==> src/rtl/reg_writeback_pkg.sv <==
// rtl/reg_writeback_pkg.sv - shared widths and write-record type for the register write-back front end
package reg_writeback_pkg;
    localparam int REG_ADDR_W = 5;
    localparam int REG_DATA_W = 32;
    localparam int DEPTH_DEFAULT = 4;

    typedef struct packed {
        logic [REG_ADDR_W-1:0] rd;
        logic [REG_DATA_W-1:0] data;
    } wb_rec_t;
endpackage

==> src/rtl/wb_fifo.sv <==
// rtl/wb_fifo.sv - synchronous FIFO holding long-latency write records
module wb_fifo
    import reg_writeback_pkg::*;
#(
    parameter int DEPTH = DEPTH_DEFAULT
) (
    input  logic                   clk,
    input  logic                   rst_n,
    input  logic                   push,
    input  wb_rec_t                pushRec,
    input  logic                   pop,
    output wb_rec_t                popRec,
    output logic                   full,
    output logic                   empty,
    output logic [$clog2(DEPTH):0] count
);
    localparam int AW = $clog2(DEPTH);

    wb_rec_t        mem [DEPTH];
    logic [AW-1:0]  wrPtr;
    logic [AW-1:0]  rdPtr;
    logic           doPush;
    logic           doPop;

    assign full   = (count == (AW+1)'(DEPTH));
    assign empty  = (count == '0);
    assign doPush = push && !full;
    assign doPop  = pop && !empty;
    assign popRec = mem[rdPtr];

    // Storage carries no reset; only the pointers and count define validity.
    always_ff @(posedge clk) begin
        if (doPush) begin
            mem[wrPtr] <= pushRec;
        end
    end

    always_ff @(posedge clk or negedge rst_n) begin
        if (!rst_n) begin
            wrPtr <= '0;
            rdPtr <= '0;
            count <= '0;
        end else begin
            if (doPush) wrPtr <= wrPtr + 1'b1;
            if (doPop)  rdPtr <= rdPtr + 1'b1;
            case ({doPush, doPop})
                2'b10:   count <= count + 1'b1;
                2'b01:   count <= count - 1'b1;
                default: count <= count;
            endcase
        end
    end
endmodule

==> src/rtl/reg_writeback.sv <==
// rtl/reg_writeback.sv - merges pipeline and long-latency results onto the register file write port
module reg_writeback
    import reg_writeback_pkg::*;
#(
    parameter int DEPTH = DEPTH_DEFAULT
) (
    input  logic                   clk,
    input  logic                   rst_n,
    input  logic                   wb_en,
    input  logic [4:0]             wb_rd,
    input  logic [31:0]            wb_data,
    input  logic                   lq_valid,
    output logic                   lq_ready,
    input  logic [4:0]             lq_rd,
    input  logic [31:0]            lq_data,
    input  logic                   alloc_en,
    input  logic [4:0]             alloc_rd,
    input  logic [4:0]             chk_rs,
    input  logic [4:0]             chk_rt,
    output logic                   rs_busy,
    output logic                   rt_busy,
    output logic                   RegWrite,
    output logic [4:0]             WriteReg,
    output logic [31:0]            WriteData,
    output logic [$clog2(DEPTH):0] fifo_count
);
    logic        fifoFull;
    logic        fifoEmpty;
    logic        push;
    logic        pop;
    logic        wbTake;
    wb_rec_t     pushRec;
    wb_rec_t     headRec;
    logic [31:0] pending;
    logic [31:0] pendingNext;

    assign lq_ready = !fifoFull;
    assign push     = lq_valid && lq_ready;
    assign pushRec  = '{rd: lq_rd, data: lq_data};
    assign wbTake   = wb_en && (wb_rd != '0);
    assign pop      = !wbTake && !fifoEmpty;

    wb_fifo #(.DEPTH(DEPTH)) u_fifo (
        .clk     (clk),
        .rst_n   (rst_n),
        .push    (push),
        .pushRec (pushRec),
        .pop     (pop),
        .popRec  (headRec),
        .full    (fifoFull),
        .empty   (fifoEmpty),
        .count   (fifo_count)
    );

    always_ff @(posedge clk or negedge rst_n) begin
        if (!rst_n) begin
            RegWrite  <= 1'b0;
            WriteReg  <= '0;
            WriteData <= '0;
        end else if (wbTake) begin
            RegWrite  <= 1'b1;
            WriteReg  <= wb_rd;
            WriteData <= wb_data;
        end else if (pop) begin
            // An rd==0 record still consumes the port slot but must not write.
            RegWrite  <= (headRec.rd != '0);
            WriteReg  <= headRec.rd;
            WriteData <= headRec.data;
        end else begin
            RegWrite  <= 1'b0;
        end
    end

    // Clear on pop is applied before set so a same-cycle re-allocation wins.
    always_comb begin
        pendingNext = pending;
        if (pop) pendingNext[headRec.rd] = 1'b0;
        if (alloc_en && (alloc_rd != '0)) pendingNext[alloc_rd] = 1'b1;
        pendingNext[0] = 1'b0;
    end

    always_ff @(posedge clk or negedge rst_n) begin
        if (!rst_n) pending <= '0;
        else        pending <= pendingNext;
    end

    assign rs_busy = pending[chk_rs];
    assign rt_busy = pending[chk_rt];
endmodule

==> config.mk <==
export PLATFORM = sky130hd
export DESIGN_NAME = reg_writeback
export DESIGN_NICKNAME = d
export VERILOG_FILES = /design/src/rtl/reg_writeback_pkg.sv /design/src/rtl/wb_fifo.sv /design/src/rtl/reg_writeback.sv
export SDC_FILE = /design/constraint.sdc
export NUM_CORES = 1
export LEC_CHECK = 0
export ABC_AREA = 1
export CORE_MARGIN = 4
export CORE_UTILIZATION = 59
export CTS_CLUSTER_DIAMETER = 100
export DETAILED_ROUTE_END_ITERATION = 8
export GPL_ROUTABILITY_DRIVEN = 0
export PLACE_DENSITY = 0.95
export SLEW_MARGIN = 20
export SYNTH_ARGS = -nofsm -noshare
export SYNTH_HDL_FRONTEND = slang
export SYNTH_SLANG_ARGS = --single-unit
==> constraint.sdc <==
create_clock -name clk -period 4.9 [get_ports clk]
set_input_delay 1.47 -clock clk [delete_from_list [all_inputs] [get_ports clk]]
set_output_delay 1.47 -clock clk [all_outputs]
set_load 0.05 [all_outputs]
# After elaboration in Yosys (flattened, before gate mapping)
# Memory sizes are Yosys's and may differ from the RTL's.
# Index checks and enable logic that the tools add are counted.
# classes
add_sub_neg,4
order_cmp,6
eq_ne,3
mux,19
bitwise,3
n_reduce_logical,17
# ops
cell,n
$mux 32,4
$and 32x32->32,1
$not 32->32,1
$or 32x32->32,1
$lt 5x6->1 const B,4
$reduce_bool 5->1,3
$bmux 1 s5,2
$demux 1 s5,2
$ge 5x1->1 const B,2
$mux 5,2
$logic_and 1x1->1,8
$mux 1,8
$pmux 3 s2,1
$add 2x1->2 const B,2
$reduce_bool 2->1,2
$add 3x1->3 const B,1
$eq 3x3->1 const B,1
$logic_not 1->1,3
$logic_not 3->1,1
$sub 3x1->3 const B,1
$eq 2x1->1 const B,1
$eq 2x2->1 const B,1
# totals
reg_bits,76
mem_bits_rw,148
out_inout_bits,44
mem_count,1
# mem_list
memory,words,width,rd,rd_clocked_by_memory_dff,wr,line,rtl
u_fifo.mem,4,37,1,0,1,wb_fifo.sv:19,wb_rec_t mem [DEPTH];

# Depth between registers and ports, before layout
# An unclocked memory read counts as a cell.
# depth
ltp_word,10
ltp_mapped,12
ltp_nobuf,11

# By module
# Synthesis repeated with hierarchy kept, for this count alone.
# hier_totals
cells_unflattened,1043
hier_area_um2,10193.5
# by_module_without_submodules
mod,n_inst,cells_each,area_each_um2,seq_area_each_um2
wb_fifo,1,493,6384.9,4619.4
reg_writeback,1,550,3808.7,1726.7

# Least setup slack after synthesis
# Ideal clock, no wire load.
# synth_path
path_kind,input to output
start,input chk_rs[0]
end,output rs_busy
arrival_time_ns,2.618
path_slack_ns,0.812
path_stages,10
cell_sequence,buf_2 > clkbuf_1 > nand2_1 > nand3_1 > nand3_1 > nand2_1 > nand2_1 > nand2_1 > nand2_1 > nand2_1
# synth_between
elab_chain_cells,2
# synth_lines
element,line,rtl
"start, declared",reg_writeback.sv:18,"input logic [4:0] chk_rs,"
$bmux 1 s5,reg_writeback.sv:87,assign rs_busy = pending[chk_rs];
$mux 1 (implied by the code),reg_writeback.sv:87,
"end, declared",reg_writeback.sv:20,"output logic rs_busy,"
# No other way between the ends. The select of a mux whose other input is x is not followed.

# Worst setup path after layout
# layout_path
start,input chk_rt[1]
end,output rt_busy
# layout_between
elab_chain_cells,2
# layout_lines
element,line,rtl
"start, declared",reg_writeback.sv:19,"input logic [4:0] chk_rt,"
$bmux 1 s5,reg_writeback.sv:88,assign rt_busy = pending[chk_rt];
$mux 1 (implied by the code),reg_writeback.sv:88,
"end, declared",reg_writeback.sv:21,"output logic rt_busy,"
# No other way between the ends. The select of a mux whose other input is x is not followed.

==> impl_metrics.prom <==
# TYPE chip_impl_metric gauge
chip_impl_metric{name="postRouteWirelength",unit="um"} 26100
chip_impl_info{name="synth_commonest_cells",value="369 x nand2_1, 148 x edfxtp_1, 94 x nand3_1"} 1
chip_impl_metric{name="synth_fp_nets",unit=""} 1099
chip_impl_info{name="crit_path_start",value="chk_rt[1]"} 1
chip_impl_metric{name="pwr-share-seq",unit="%"} 38.6
chip_impl_metric{name="timing.critical_path.arrival",unit="ns"} 3.05
chip_impl_metric{name="finalNetCount",unit=""} 1236
chip_impl_metric{name="timing.hold.worst_path_depth",unit=""} 2
chip_impl_info{name="cts_root_buffer",value="clkbuf_16"} 1
chip_impl_metric{name="grt_pass1_wl",unit="um"} 40700
chip_impl_metric{name="cts_inserted_buffers",unit=""} 22
chip_impl_metric{name="fin_skew",unit="ns"} 0.0165
chip_impl_metric{name="postCtsSetupBuffers",unit=""} 0
chip_impl_info{name="cp_common_cell",value="nand2_1"} 1
chip_impl_info{name="outcome",value="completed"} 1
chip_impl_info{name="endpoint_kind",value="output pin"} 1
chip_impl_metric{name="floorplan.initialDensity",unit="%"} 61.0
chip_impl_metric{name="ys_async_sr_fraction",unit="%"} 33.9
chip_impl_metric{name="vias",unit=""} 8001
chip_impl_info{name="tritoncts_clock_tree",value="yes"} 1
chip_impl_info{name="critical-path-slowest-cell",value="clkdlybuf4s50_1"} 1
chip_impl_metric{name="post_cts_resized",unit=""} 0
chip_impl_info{name="worst_r2r_startpoint",value="u_fifo.rdPtr[0]$_DFFE_PN0P_"} 1
chip_impl_metric{name="maxCapViolations",unit=""} 0
chip_impl_metric{name="routed_wire_length_per_instance",unit="um"} 19.1
chip_impl_metric{name="pwr-share-clk",unit="%"} 22.1
chip_impl_metric{name="core",unit="um2"} 16100
chip_impl_info{name="synth-main-ff-cell",value="edfxtp_1"} 1
chip_impl_metric{name="number_of_synthesized_flops_with_an_enable_pin",unit=""} 148
chip_impl_info{name="grt_setup_unrepaired",value="false"} 1
chip_impl_metric{name="io_pins",unit=""} 138
chip_impl_metric{name="final_layout_size_suffix_gt1_share",unit="%"} 7.47
chip_impl_metric{name="timing.max_slew.rel_slack",unit="%"} 27.2
chip_impl_metric{name="synthesis.yosys.warnings",unit=""} 0
chip_impl_metric{name="postSynthAreaPerCell",unit="um2"} 9.80
chip_impl_metric{name="area_growth",unit="%"} 23.9
chip_impl_metric{name="global_route.usage.total",unit="%"} 28.0
chip_impl_metric{name="die_height",unit="um"} 137
chip_impl_metric{name="clock_tree.htree_level_count",unit=""} 1
chip_impl_metric{name="critical-path-max-stage-delay",unit="ns"} 0.66
chip_impl_metric{name="vdd_ir_drop_max",unit="mV"} 0.449
chip_impl_metric{name="drt_first_iter_violations",unit=""} 1162
chip_impl_info{name="worst_path_top_cell_family_by_delay",value="buffers and inverters"} 1
chip_impl_info{name="worst_setup_path_endpoint",value="rt_busy"} 1
chip_impl_metric{name="part_of_the_yosys_area_used_for_sequential_elements",unit="%"} 64.8
chip_impl_metric{name="core.rowCount",unit=""} 46
chip_impl_info{name="r2r-end",value="pending[16]$_DFF_PN0_"} 1
chip_impl_metric{name="maxSlewViolCount",unit=""} 0
chip_impl_metric{name="placement.cell_area",unit="um2"} 11400
chip_impl_metric{name="ant_nets",unit=""} 0
chip_impl_metric{name="fmaxAchievable",unit="MHz"} 221
chip_impl_metric{name="switching_share",unit="%"} 41.3
chip_impl_metric{name="clk_path_buf_depth",unit=""} 3
chip_impl_metric{name="critical_path_peak_fanout",unit=""} 9
chip_impl_metric{name="final_period_minus_worst_setup_slack",unit="ns"} 4.52
chip_impl_metric{name="grt_overflow",unit=""} 0
chip_impl_metric{name="net-switching-power",unit="mW"} 3.12
chip_impl_metric{name="cp.depth",unit=""} 10
chip_impl_metric{name="die_w",unit="um"} 137
chip_impl_metric{name="hold_viol",unit=""} 0
chip_impl_metric{name="yosysUniqueCellTypes",unit=""} 30
chip_impl_metric{name="synthesis.instances",unit=""} 999
chip_impl_metric{name="relative_contribution_of_combinational_cells_to_total_power",unit="%"} 39.4
chip_impl_metric{name="numPortBuffers",unit=""} 137
chip_impl_metric{name="design.die.area",unit="um2"} 18700
chip_impl_info{name="nature_of_the_critical_path_startpoint",value="input port"} 1
chip_impl_metric{name="flop_and_latch_count_out_of_synthesis",unit=""} 224
chip_impl_metric{name="final_area",unit="um2"} 12100
chip_impl_metric{name="drc",unit=""} 0
chip_impl_metric{name="grt_pass1_vias",unit=""} 8132
chip_impl_info{name="synth.largest_area_cell",value="edfxtp_1"} 1
chip_impl_metric{name="rrSetupSlack",unit="ns"} 2.35
chip_impl_info{name="critical_path_class",value="in2out"} 1
chip_impl_metric{name="grt_max_degree",unit=""} 77
chip_impl_metric{name="place_hpwl",unit="um"} 16400
chip_impl_metric{name="clkTransAtPathRegs",unit="ns"} 0.06
chip_impl_metric{name="cell_internal_pwr",unit="mW"} 4.43
chip_impl_metric{name="critPathBufInv",unit=""} 3
chip_impl_info{name="holdCritPathClass",value="reg2reg"} 1
chip_impl_info{name="synth.most_common_cell",value="nand2_1"} 1
chip_impl_metric{name="hold_buffers",unit=""} 0
chip_impl_info{name="netlist_top_cells_area",value="edfxtp_1 45%, dfrtp_1 19%, nand2_1 14%, nand3_1 4.8%, nor2_1 2.9%"} 1
chip_impl_metric{name="finalSetupViolCount",unit=""} 0
chip_impl_metric{name="detail_route.first_pass.iterations",unit=""} 5
chip_impl_metric{name="worst_skew_pair_latency",unit="ns"} 0.51
chip_impl_metric{name="synth.top_cell.area_share",unit="%"} 45.4
chip_impl_metric{name="layout_worst_path_cycle_share",unit="%"} 92.2
chip_impl_metric{name="post_synthesis_cell_area",unit="um2"} 9790
chip_impl_metric{name="final.fill_count",unit=""} 977
chip_impl_metric{name="antenna_found_initial",unit=""} 2
chip_impl_metric{name="timing_worst_slew_pin_value",unit="ns"} 1.08
chip_impl_metric{name="critical_path_required",unit="ns"} 3.43
chip_impl_metric{name="cts.sink_count",unit=""} 224
chip_impl_info{name="crit_path_cell_trace",value="clkdlybuf4s50_1, inv_1, nand3_1, nand3_1, nand2_1, nand2_1, nand2_1, nand2_1, nand2_1, buf_12"} 1
chip_impl_metric{name="static-leakage-power",unit="nW"} 4.94
chip_impl_metric{name="power.density",unit="nW/um2"} 622
chip_impl_metric{name="drt-vias-per-instance",unit=""} 5.84
chip_impl_metric{name="reg2regPathDepth",unit=""} 11
chip_impl_metric{name="totalNegativeSetupSlack",unit="ns"} 0
through the flow:
stage / hold WS (ns) / utilization (%) / power, mW / worst slack, ns / cells
6_report: 0.480 / 75.6 / 7.55 / 0.383 / 1369
5_1_grt: 0.513 / 75.6 / 7.92 / 0.258 / 1369
4_1_cts: 0.483 / 75.5 / 7.52 / 0.409 / 1368
3_5_place_dp: 0.466 / 71.0 / 5.83 / 0.412 / 1328
3_3_place_gp: 0.457 / 71.0 / 5.69 / 0.447 / 1328
2_1_floorplan: 0.441 / - / 4.83 / 0.812 / 999
worst min path at each step:
| stage | endpoint | startpoint | slack, ns |
|---|---|---|---|
| after floorplan | pending[5]$_DFF_PN0_ | pending[5]$_DFF_PN0_ | 0.44 |
| after global placement | pending[5]$_DFF_PN0_ | pending[5]$_DFF_PN0_ | 0.46 |
| after detailed placement | WriteData[25]$_DFFE_PN0P_ | WriteData[25]$_DFFE_PN0P_ | 0.47 |
| after CTS | WriteData[2]$_DFFE_PN0P_ | WriteData[2]$_DFFE_PN0P_ | 0.48 |
| after global routing | WriteData[2]$_DFFE_PN0P_ | WriteData[2]$_DFFE_PN0P_ | 0.51 |
| final | WriteData[25]$_DFFE_PN0P_ | WriteData[25]$_DFFE_PN0P_ | 0.48 |
state kept, by name, summed over array words and instances, names as in the netlist:
signal and flops:
u_fifo.mem 148, WriteData 32, pending 31, WriteReg 5
u_fifo.count 3, u_fifo.rdPtr 2, u_fifo.wrPtr 2, RegWrite 1
metal layers:
metal  wire [um]  GRT usage, %  part of all wire (%)
met2       13100          47.6                    50
met1        9240          34.3                    35
met5           8             0                 0.031
met3        2510          5.48                   9.6
met4        1200          14.1                   4.6
area by class of cell:
class,count,area [um2],share of cell area (%)
flip-flops and latches,224,6350,52.3
well taps,216,270,2.23
repair buffers,155,1530,12.6
clock buffers,25,562,4.63
diodes,1,2.50,0.0206
inverters,49,184,1.52
multi-input cells,684,3090,25.4
clock inverters,15,151,1.25
worst min-delay path, stage by stage, from the launching register on:
cell and delay [ns]:
dfrtp_1 0.34, nand2_1 0.05, nand2_1 0.05
cell families after synthesis:
kind of cell | synth area share (%)
fa+ha+maj | 0.844
buf+inv | 4.00
xor+xnor | 0.358
flops | 64.8
simple gates | 23.8
compound gates | 6.21
power groups by stage:
stage | clock network [mW] | logic (mW) | registers (mW)
CTS | 1.67 | 2.96 | 2.90
finish | 1.66 | 2.97 | 2.91
detailed placement | 0 | 2.91 | 2.92
global route | 1.75 | 3.22 | 2.95
global placement | 0 | 2.80 | 2.90
floorplan | 0 | 1.43 | 3.40
layout by cell type (no fill, tap or decap), types with 18 or more instances in the layout:
cell,instances
inv_1,43
nand3_1,94
nor2_1,72
clkbuf_16,22
buf_4,18
edfxtp_1,148
o21ai_0,55
clkdlybuf4s50_1,134
dfrtp_1,74
nand2_1,369
a22oi_1,18
No activity file was read; power rests on OpenSTA's default activity.
